<file path="src/rtl/sort_result_reader.sv">
// sort_result_reader
// Read-back engine for the quick-sort register file. After the sorter
// finishes, this block walks indices [lo, hi] through the sorter's
// synchronous read port. Each word is streamed out over valid/ready, and
// out_last marks the final word. A sticky order_err flags any word that is
// smaller (unsigned) than the word before it in the same transfer.
//
// Optional feature: define SORT_READER_CHECKSUM_EN to add the output port
// 'checksum'. It holds the unsigned sum of every word the consumer accepted.
//
// Timing: start sampled at T gives the first out_valid at T+3. A handshake
// at H gives the next out_valid at H+3. After the final handshake, done
// pulses at H+1. An empty range gives done at T+1.
module sort_result_reader #(
    parameter int WORD_SIZE = 16,
    parameter int DEPTH     = 10,
    parameter int ADDR_W    = 4
) (
    input  logic                 clk,
    input  logic                 rst,
    input  logic                 start,
    input  logic [WORD_SIZE-1:0] lo,
    input  logic [WORD_SIZE-1:0] hi,
    output logic                 rd_en,
    output logic [ADDR_W-1:0]    rd_addr,
    input  logic [WORD_SIZE-1:0] rd_data,
    output logic [WORD_SIZE-1:0] out_data,
    output logic                 out_valid,
    input  logic                 out_ready,
    output logic                 out_last,
    output logic                 busy,
    output logic                 done,
    output logic                 order_err
`ifdef SORT_READER_CHECKSUM_EN
    ,
    output logic [WORD_SIZE+ADDR_W-1:0] checksum
`endif
);

    localparam logic [WORD_SIZE-1:0] DEPTH_W = WORD_SIZE'(DEPTH);
    localparam logic [WORD_SIZE-1:0] LAST_W  = WORD_SIZE'(DEPTH - 1);

    typedef enum logic [2:0] {
        IDLE    = 3'd0,
        READ    = 3'd1,
        CAPTURE = 3'd2,
        HOLD    = 3'd3,
        DONE    = 3'd4
    } state_t;

    state_t                 state_r, state_s;
    logic [ADDR_W-1:0]      index_r, index_s;
    logic [ADDR_W-1:0]      hi_r, hi_s;
    logic [ADDR_W-1:0]      rd_addr_s;
    logic [WORD_SIZE-1:0]   prev_r, prev_s;
    logic [WORD_SIZE-1:0]   out_data_s;
    logic [WORD_SIZE-1:0]   hi_clamp_s;
    logic                   first_r, first_s;
    logic                   rd_en_s;
    logic                   out_valid_s;
    logic                   out_last_s;
    logic                   busy_s;
    logic                   done_s;
    logic                   order_err_s;
`ifdef SORT_READER_CHECKSUM_EN
    logic [WORD_SIZE+ADDR_W-1:0] checksum_s;
`endif

    // Next-state and next-output computation; every registered output is
    // derived from the state being entered, so the outputs come straight
    // from flops.
    always_comb begin
        state_s     = state_r;
        index_s     = index_r;
        hi_s        = hi_r;
        prev_s      = prev_r;
        first_s     = first_r;
        out_data_s  = out_data;
        out_valid_s = out_valid;
        out_last_s  = out_last;
        order_err_s = order_err;
        rd_addr_s   = rd_addr;
`ifdef SORT_READER_CHECKSUM_EN
        checksum_s  = checksum;
`endif
        hi_clamp_s  = (hi >= DEPTH_W) ? LAST_W : hi;

        case (state_r)
            IDLE: begin
                if (start) begin
                    order_err_s = 1'b0;
                    first_s     = 1'b1;
                    hi_s        = hi_clamp_s[ADDR_W-1:0];
`ifdef SORT_READER_CHECKSUM_EN
                    checksum_s  = '0;
`endif
                    if ((lo >= DEPTH_W) || (lo > hi_clamp_s)) begin
                        state_s = DONE;
                    end else begin
                        index_s = lo[ADDR_W-1:0];
                        state_s = READ;
                    end
                end else begin
                    state_s = IDLE;
                end
            end
            READ: begin
                state_s = CAPTURE;
            end
            CAPTURE: begin
                out_data_s  = rd_data;
                out_valid_s = 1'b1;
                out_last_s  = (index_r == hi_r);
                // The first word has no predecessor, so it cannot be out of order.
                if (!first_r && (rd_data < prev_r)) begin
                    order_err_s = 1'b1;
                end else begin
                    order_err_s = order_err;
                end
                prev_s  = rd_data;
                first_s = 1'b0;
                state_s = HOLD;
            end
            HOLD: begin
                if (out_valid && out_ready) begin
                    out_valid_s = 1'b0;
                    out_last_s  = 1'b0;
`ifdef SORT_READER_CHECKSUM_EN
                    checksum_s  = checksum + {{ADDR_W{1'b0}}, out_data};
`endif
                    if (out_last) begin
                        state_s = DONE;
                    end else begin
                        index_s = index_r + ADDR_W'(1);
                        state_s = READ;
                    end
                end else begin
                    state_s = HOLD;
                end
            end
            DONE: begin
                state_s = IDLE;
            end
            default: begin
                state_s = IDLE;
            end
        endcase

        rd_en_s = (state_s == READ);
        if (state_s == READ) begin
            rd_addr_s = index_s;
        end else begin
            rd_addr_s = rd_addr;
        end
        busy_s = (state_s != IDLE);
        done_s = (state_s == DONE);
    end

    // State and output registers; synchronous reset aborts any transfer.
    always_ff @(posedge clk) begin
        if (rst) begin
            state_r   <= IDLE;
            index_r   <= '0;
            hi_r      <= '0;
            prev_r    <= '0;
            first_r   <= 1'b0;
            rd_en     <= 1'b0;
            rd_addr   <= '0;
            out_data  <= '0;
            out_valid <= 1'b0;
            out_last  <= 1'b0;
            busy      <= 1'b0;
            done      <= 1'b0;
            order_err <= 1'b0;
`ifdef SORT_READER_CHECKSUM_EN
            checksum  <= '0;
`endif
        end else begin
            state_r   <= state_s;
            index_r   <= index_s;
            hi_r      <= hi_s;
            prev_r    <= prev_s;
            first_r   <= first_s;
            rd_en     <= rd_en_s;
            rd_addr   <= rd_addr_s;
            out_data  <= out_data_s;
            out_valid <= out_valid_s;
            out_last  <= out_last_s;
            busy      <= busy_s;
            done      <= done_s;
            order_err <= order_err_s;
`ifdef SORT_READER_CHECKSUM_EN
            checksum  <= checksum_s;
`endif
        end
    end

endmodule

</file>
<file path="config.mk">
export PLATFORM = sky130hd
export DESIGN_NAME = sort_result_reader
export DESIGN_NICKNAME = d
export VERILOG_FILES = /design/src/rtl/sort_result_reader.sv
export SDC_FILE = /design/constraint.sdc
export NUM_CORES = 1
export LEC_CHECK = 0
export BUFFER_PORTS_ARGS = -buffer_cell sky130_fd_sc_hd__buf_2
export CORE_UTILIZATION = 45
export CTS_BUF_LIST = sky130_fd_sc_hd__clkbuf_4 sky130_fd_sc_hd__clkbuf_8
export DETAILED_ROUTE_END_ITERATION = 6
export GPL_TIMING_DRIVEN = 0
export MAX_ROUTING_LAYER = met4
export PLACE_DENSITY = 0.73
export SLEW_MARGIN = 20
export SYNTH_ARGS = -nofsm -noshare
export SYNTH_HDL_FRONTEND = slang
export SYNTH_SLANG_ARGS = --single-unit
</file>
<file path="constraint.sdc">
create_clock -name clk -period 3 [get_ports clk]
set_input_delay 0.6 -clock clk [delete_from_list [all_inputs] [get_ports clk]]
set_output_delay 0.6 -clock clk [all_outputs]
set_load 0.03 [all_outputs]
</file>
==> results of run 1 <==
## cell families after synthesis
| family | Yosys count | synth area share [%] |
|---|---|---|
| AO/OA/AOI/OAI | 76 | 19.94 |
| XOR/XNOR | 4 | 1.513 |
| adder cells (fa/ha/maj) | 32 | 17.29 |
| buffers and inverters | 29 | 5.025 |
| flip-flops | 38 | 32.85 |
| other | 1 | 0.1619 |
| AND/OR/NAND/NOR | 114 | 23.23 |
## per-layer routing
layer	wire length (um)	up-vias	share of wire (%)	GRT usage, %
li1	-	1227	-	-
met1	2520	1094	48	25.54
met2	2416	73	46	34.66
met3	318	5	6.0	3.978
met4	34	0	0.64	5.128
met5	0	-	0	-
## sequential cells by signal, summed over array words and instances (netlist names)
| register | cells |
|---|---|
| rd_en | 1 |
| order_err | 1 |
| busy | 1 |
| prev_r | 16 |
| rd_addr | 4 |
| first_r | 1 |
| index_r | 4 |
| state_r | 3 |
| out_last | 1 |
| out_valid | 1 |
| done | 1 |
| hi_r | 4 |
## power by group
part | switching (mW) | total (mW) | leakage [nW] | internal, mW
clock | 0.173 | 0.368 | 0.0517 | 0.194
sequential | 0.00376 | 0.514 | 0.307 | 0.510
combinational | 0.0734 | 0.136 | 0.941 | 0.0628
total | 0.250 | 1.02 | 1.30 | 0.767
## timing repair
action                                  4_1_cts  5_1_grt
resized for setup                             0        6
endpoints found under the setup margin        0       10
buffers inserted                              0        0
## worst register-to-register path: stages (launching register included)
cell      delay, ns
dfxtp_1        0.36
nand2b_1       0.16
clkbuf_1       0.16
nor3_1         0.59
nand4_1        0.26
nand2_1        0.12
nand2_1        0.05
a21oi_1        0.16
a211oi_1       0.08
## worst min-delay path by stage
stage                from    endpoint  slack, ns  depth (start not counted)
6_report        prev_r[2]   prev_r[2]       0.47                          2
5_1_grt         prev_r[2]   prev_r[2]       0.49                          2
4_1_cts        prev_r[11]  prev_r[11]       0.47                          2
3_5_place_dp   prev_r[11]  prev_r[11]       0.46                          2
3_3_place_gp   prev_r[11]  prev_r[11]       0.45                          2
2_1_floorplan     first_r     first_r       0.46                          2
## area by class of cell
cell class	count	area, um2	share of cell area, %
timing repair buffer	77	385.4	13.07
tap	67	83.83	2.843
buffer	10	45.04	1.527
clock buffer	7	90.09	3.055
multi-input combinational	238	1508	51.12
clock inverter	1	5.005	0.1697
inverter	19	71.32	2.418
sequential	38	760.7	25.80
## placed cells by master (no fill, tap or decap), types with 2 or more instances in the layout
| cell | count |
|---|---|
| a211oi_1 | 9 |
| a21o_1 | 6 |
| a21oi_1 | 39 |
| a311oi_1 | 3 |
| and2_1 | 2 |
| buf_1 | 2 |
| buf_2 | 77 |
| clkbuf_1 | 7 |
| clkbuf_8 | 6 |
| conb_1 | 12 |
| dfxtp_1 | 38 |
| ha_1 | 32 |
| inv_1 | 19 |
| nand2_1 | 48 |
| nand2b_1 | 5 |
| nand3_1 | 5 |
| nand4_1 | 8 |
| nor2_1 | 17 |
| nor2b_1 | 3 |
| nor3_1 | 9 |
| nor4_1 | 5 |
| nor4_2 | 3 |
| o21ai_0 | 9 |
| or3_1 | 2 |
| xor2_1 | 4 |
==> flow_metrics.tcl, run 1 <==
set metrics [dict create \
    syn_to_final_growth_pct 27.34 \
    gp_congestion 0.8843 \
    grt.overflow.total 0 \
    dieArea_mm2 0.005438 \
    layout-drive-gt1-share_pct 24.10 \
    cp.required_ns 3.20 \
    wl_per_cell_um 11.57 \
    synthFlopType "dfxtp_1" \
    ys_top_cells_by_count "49 x nand2_1, 39 x a21oi_1, 38 x dfxtp_1, 32 x ha_1, 19 x inv_1" \
    ys_ff_latch 38 \
    fin_cells 457 \
    reg2regPathDepth 8 \
    drt_first_iter_violations 88 \
    grt_pass1_wl_um 8631 \
    start_util_pct 47.77 \
    critPathMaxStageDelay_ns 0.31 \
    slew_headroom_pct 52.41 \
    fmax_mhz 356.8 \
    cts_tree "yes" \
    ios 78 \
    endpoint "rd_addr[0]" \
    critPathCaptureType "flop" \
    fp-row-count 25 \
    worst-path-buf-inv 2 \
    worstPathArrival_ns 3.00 \
    clk_latency_ns 0.29 \
    clk_pin_slew_ns 0.07 \
    synth_top_area_share_pct 32.85 \
    root_buffer "clkbuf_8" \
    syn_area_mm2 0.002316 \
    drt-pass1-iter-count 4 \
    grt_pass1_vias 2118 \
    fin_hold_ws_ns 0.4696 \
    path_class "in2reg" \
    synth_seq_area_share_pct 32.85 \
    synth_top_area_cell "dfxtp_1" \
    status "finished, final reports clean" \
    grt_max_degree 12 \
    start_kind "input port" \
    cap_violations 0 \
    drcViolationCount 0 \
    grt_use_total_pct 20.70 \
    post-route-cell-area_mm2 0.002949 \
    clock_sinks 38 \
    netlist_instances 294 \
    finalClockSkew_ns 0.003593 \
    fin_crit_sh_pct 93.41 \
    slew_viol_final 0 \
    critical-path-top-delay-family "simple AND/OR/NAND/NOR gates" \
    diodes 0 \
    nFillCells 451 \
    r2r_slack_ns 0.95 \
    finalPower_mw 1.018 \
    cp_max_fo 9 \
    hold_class "reg2reg" \
    portBuffers 77 \
    leakagePower_nw 1.300 \
    worstPathCellList "buf_2 -> nor4_2 -> and4_2 -> nand2_1 -> ha_1 -> nor2b_1 -> o211ai_1 -> a21oi_1 -> o31ai_2 -> and2_1 -> buf_6 -> a21oi_1 -> a211oi_1" \
    fin_tns_setup_ns 0 \
    tightest_slew_ns 0.7040 \
    placedCellCount 449 \
    period_minus_slack_ns 2.802 \
    cts_buffers 5 \
    fin_util_pct 60.83 \
    synth.distinct_cells 39 \
    setup_viol 0 \
    powerDensity_mw_per_mm2 345.1 \
    r2r_end "rd_addr[3]" \
    coreArea_mm2 0.004848 \
    startpoint "hi[6]" \
    vias 2399 \
    pre_cts_ws_ns -0.2799 \
    synth_edf_count 0 \
    htree_levels 2 \
    synth_area_leaders "dfxtp_1 33%, ha_1 17%, a21oi_1 8.4%" \
    fin_nets 473 \
    ant_nets 0 \
    clk_path_buf_depth 2 \
    grt_antenna_before_repair 0 \
    die_y_um 73.74 \
    place_area_mm2 0.002826 \
    cp_common_cell "a21oi_1" \
    die_x_um 73.74 \
    async_flop_share_pct 0 \
    routed_via_density 5.249 \
    cp.depth 13 \
    final_hold_viol_count 0 \
    worstReg2RegStart "state_r[2]" \
    cts_hold_buf 0 \
    slowest_stage "and4_2" \
    yosys_warnings 0 \
    avgSynthCellArea_um2 7.877 \
    finalWorstSetupSlack_ns 0.1976 \
    ir_drop_mv 0.2071 \
    dp_hpwl_um 4234 \
    routed_wirelength_um 5289 \
    yosysMostFrequentCell "nand2_1" \
]
Note: power is estimated with default switching activity, not from simulation.
==> inputs of run 2 (changes only) <==
- clock period: 3 -> 2.7 ns (I/O delays scaled with it)
==> run 2 against run 1 <==
Effect of this change:
- total power increased by 13%
- final cell count increased by 0.88%
- worst setup slack got worse by 0.099 ns
- clock skew increased by 0.0011 ns
- utilization increased by 3.1 points
- wire length increased by 6.1%
- non-clock buffer count increased by 4
- critical endpoint is now rd_addr[2]
- largest cell class unchanged
==> flow_metrics.tcl, run 2 (same netlist as run 1, synthesis figures left out) <==
set metrics [dict create \
    slew_viol_final 0 \
    multi_input_area_mm2 0.001614 \
    path_class "in2reg" \
    nFillCells 433 \
    ant_nets 0 \
    leakagePower_nw 1.361 \
    grt_pass1_vias 2157 \
    drt-pass1-iter-count 6 \
    cap_violations 0 \
    dieArea_mm2 0.005438 \
    critPathCaptureType "flop" \
    grt_use_total_pct 21.70 \
    final_cell_mix "76 x buf_2, 46 x nand2_1, 38 x dfxtp_1" \
    final_hold_viol_count 0 \
    cp.required_ns 2.90 \
    gp_congestion 0.8644 \
    start_kind "input port" \
    largest_register_ff_count 16 \
    clk_pin_slew_ns 0.07 \
    die_x_um 73.74 \
    pre_cts_ws_ns -0.4501 \
    drcViolationCount 0 \
    fin_nets 477 \
    cp_max_fo 8 \
    fin_tns_setup_ns 0 \
    syn_to_final_growth_pct 33.82 \
    status "finished, final reports clean" \
    worst-path-buf-inv 3 \
    fin_cells 461 \
    layout-drive-gt1-share_pct 27.41 \
    grt_antenna_before_repair 0 \
    period_minus_slack_ns 2.601 \
    portBuffers 77 \
    cts_tree "yes" \
    vias 2420 \
    ff_latch_area_um2 760.7 \
    finalWorstSetupSlack_ns 0.09853 \
    fmax_mhz 384.4 \
    diodes 0 \
    clk_latency_ns 0.29 \
    powerDensity_mw_per_mm2 371.9 \
    routed_wirelength_um 5611 \
    cts_hold_buf 0 \
    slew_headroom_pct 52.84 \
    largest_register "prev_r" \
    fin_crit_sh_pct 96.35 \
    placedCellCount 449 \
    finalPower_mw 1.153 \
    grt_pass1_wl_um 8949 \
    ir_drop_mv 0.2210 \
    critPathMaxStageDelay_ns 0.35 \
    worstPathArrival_ns 2.80 \
    clock_sinks 38 \
    start_util_pct 47.77 \
    critical-path-top-delay-family "simple AND/OR/NAND/NOR gates" \
    setup_viol 0 \
    cts_buffers 5 \
    slowest_stage "or3_4" \
    cp_common_cell "buf_6" \
    dp_hpwl_um 4302 \
    worstPathCellList "buf_2 -> nor4_4 -> and4_4 -> buf_6 -> nand2_4 -> ha_4 -> nand4_1 -> or3_4 -> o31ai_4 -> and2_1 -> buf_6 -> a21oi_2 -> a311oi_1" \
    clk_path_buf_depth 2 \
    fp-row-count 25 \
    ios 78 \
    mostFrequentLayoutCell "buf_2" \
    grt_max_degree 12 \
    hold_class "reg2reg" \
    routed_via_density 5.249 \
    htree_levels 2 \
    drt_first_iter_violations 105 \
    finalClockSkew_ns 0.004650 \
    die_y_um 73.74 \
    root_buffer "clkbuf_8" \
    coreArea_mm2 0.004848 \
    tightest_slew_ns 0.7020 \
    grt.overflow.total 0 \
    wl_per_cell_um 12.17 \
]
-- run 2: changes by cell type in the layout (fill, tap and decap cells not counted), moves of 2 or more --
cell     change
a21oi_1      -2
a21oi_2      +2
buf_4        +2
buf_6        +3
ha_1         -2
ha_4         +2
nand2_1      -2
nand2_4      +2
nor4_2       -3
nor4_4       +3
-- run 2: final timing paths --
kind                                 start          to  slack, ns  depth (start not counted)
worst max register to register  state_r[2]  rd_addr[3]       0.60                          8
worst min-delay path             prev_r[9]   prev_r[9]       0.47                          2
worst min register to register   prev_r[9]   prev_r[9]       0.47                          2
worst max-delay path                 hi[5]  rd_addr[2]        0.1                         13
-- run 2: worst min-delay path, cell delays in order (launching register included) --
cell     delay [ns]
dfxtp_1        0.32
nand2_1        0.05
a21oi_1        0.05
-- run 2: timing repair --
action | in CTS | in global routing
setup buffers | 3 | 1
pin swaps | 3 | 12
endpoints found under the setup margin | 7 | 11
gates resized for setup | 5 | 18
endpoints found under the hold margin | 0 | 0
-- run 2: layout make-up --
class                      count  share of cell area, %
buffer                        10                  1.453
clock buffer                   7                  2.907
clock inverter                 1                 0.1615
inverter                      19                  2.301
multi-input combinational    238                  52.08
sequential                    38                  24.55
tap                           67                  2.705
timing repair buffer          81                  13.85
-- run 2: layer usage --
layer,global-route usage [%],share of wire (%),vias up
li1,-,-,1239
met1,26.56,46,1087
met4,6.410,1.7,0
met3,4.252,4.8,12
met2,35.98,47,82
met5,-,0,-
-- run 2: per-stage QoR --
stage	hold slack [ns]	util, %	cell area [um2]
floorplan	0.4585	-	2370
global placement	0.4547	58.55	2839
detailed placement	0.4605	58.55	2839
CTS	0.4709	61.63	2988
global route	0.4870	63.92	3099
finish	0.4661	63.92	3099
-- run 2: where the power goes --
group / switching, mW / internal [mW] / total (mW)
clock network: 0.201 / 0.216 / 0.417
registers: 0.00469 / 0.567 / 0.571
logic: 0.0890 / 0.0748 / 0.164
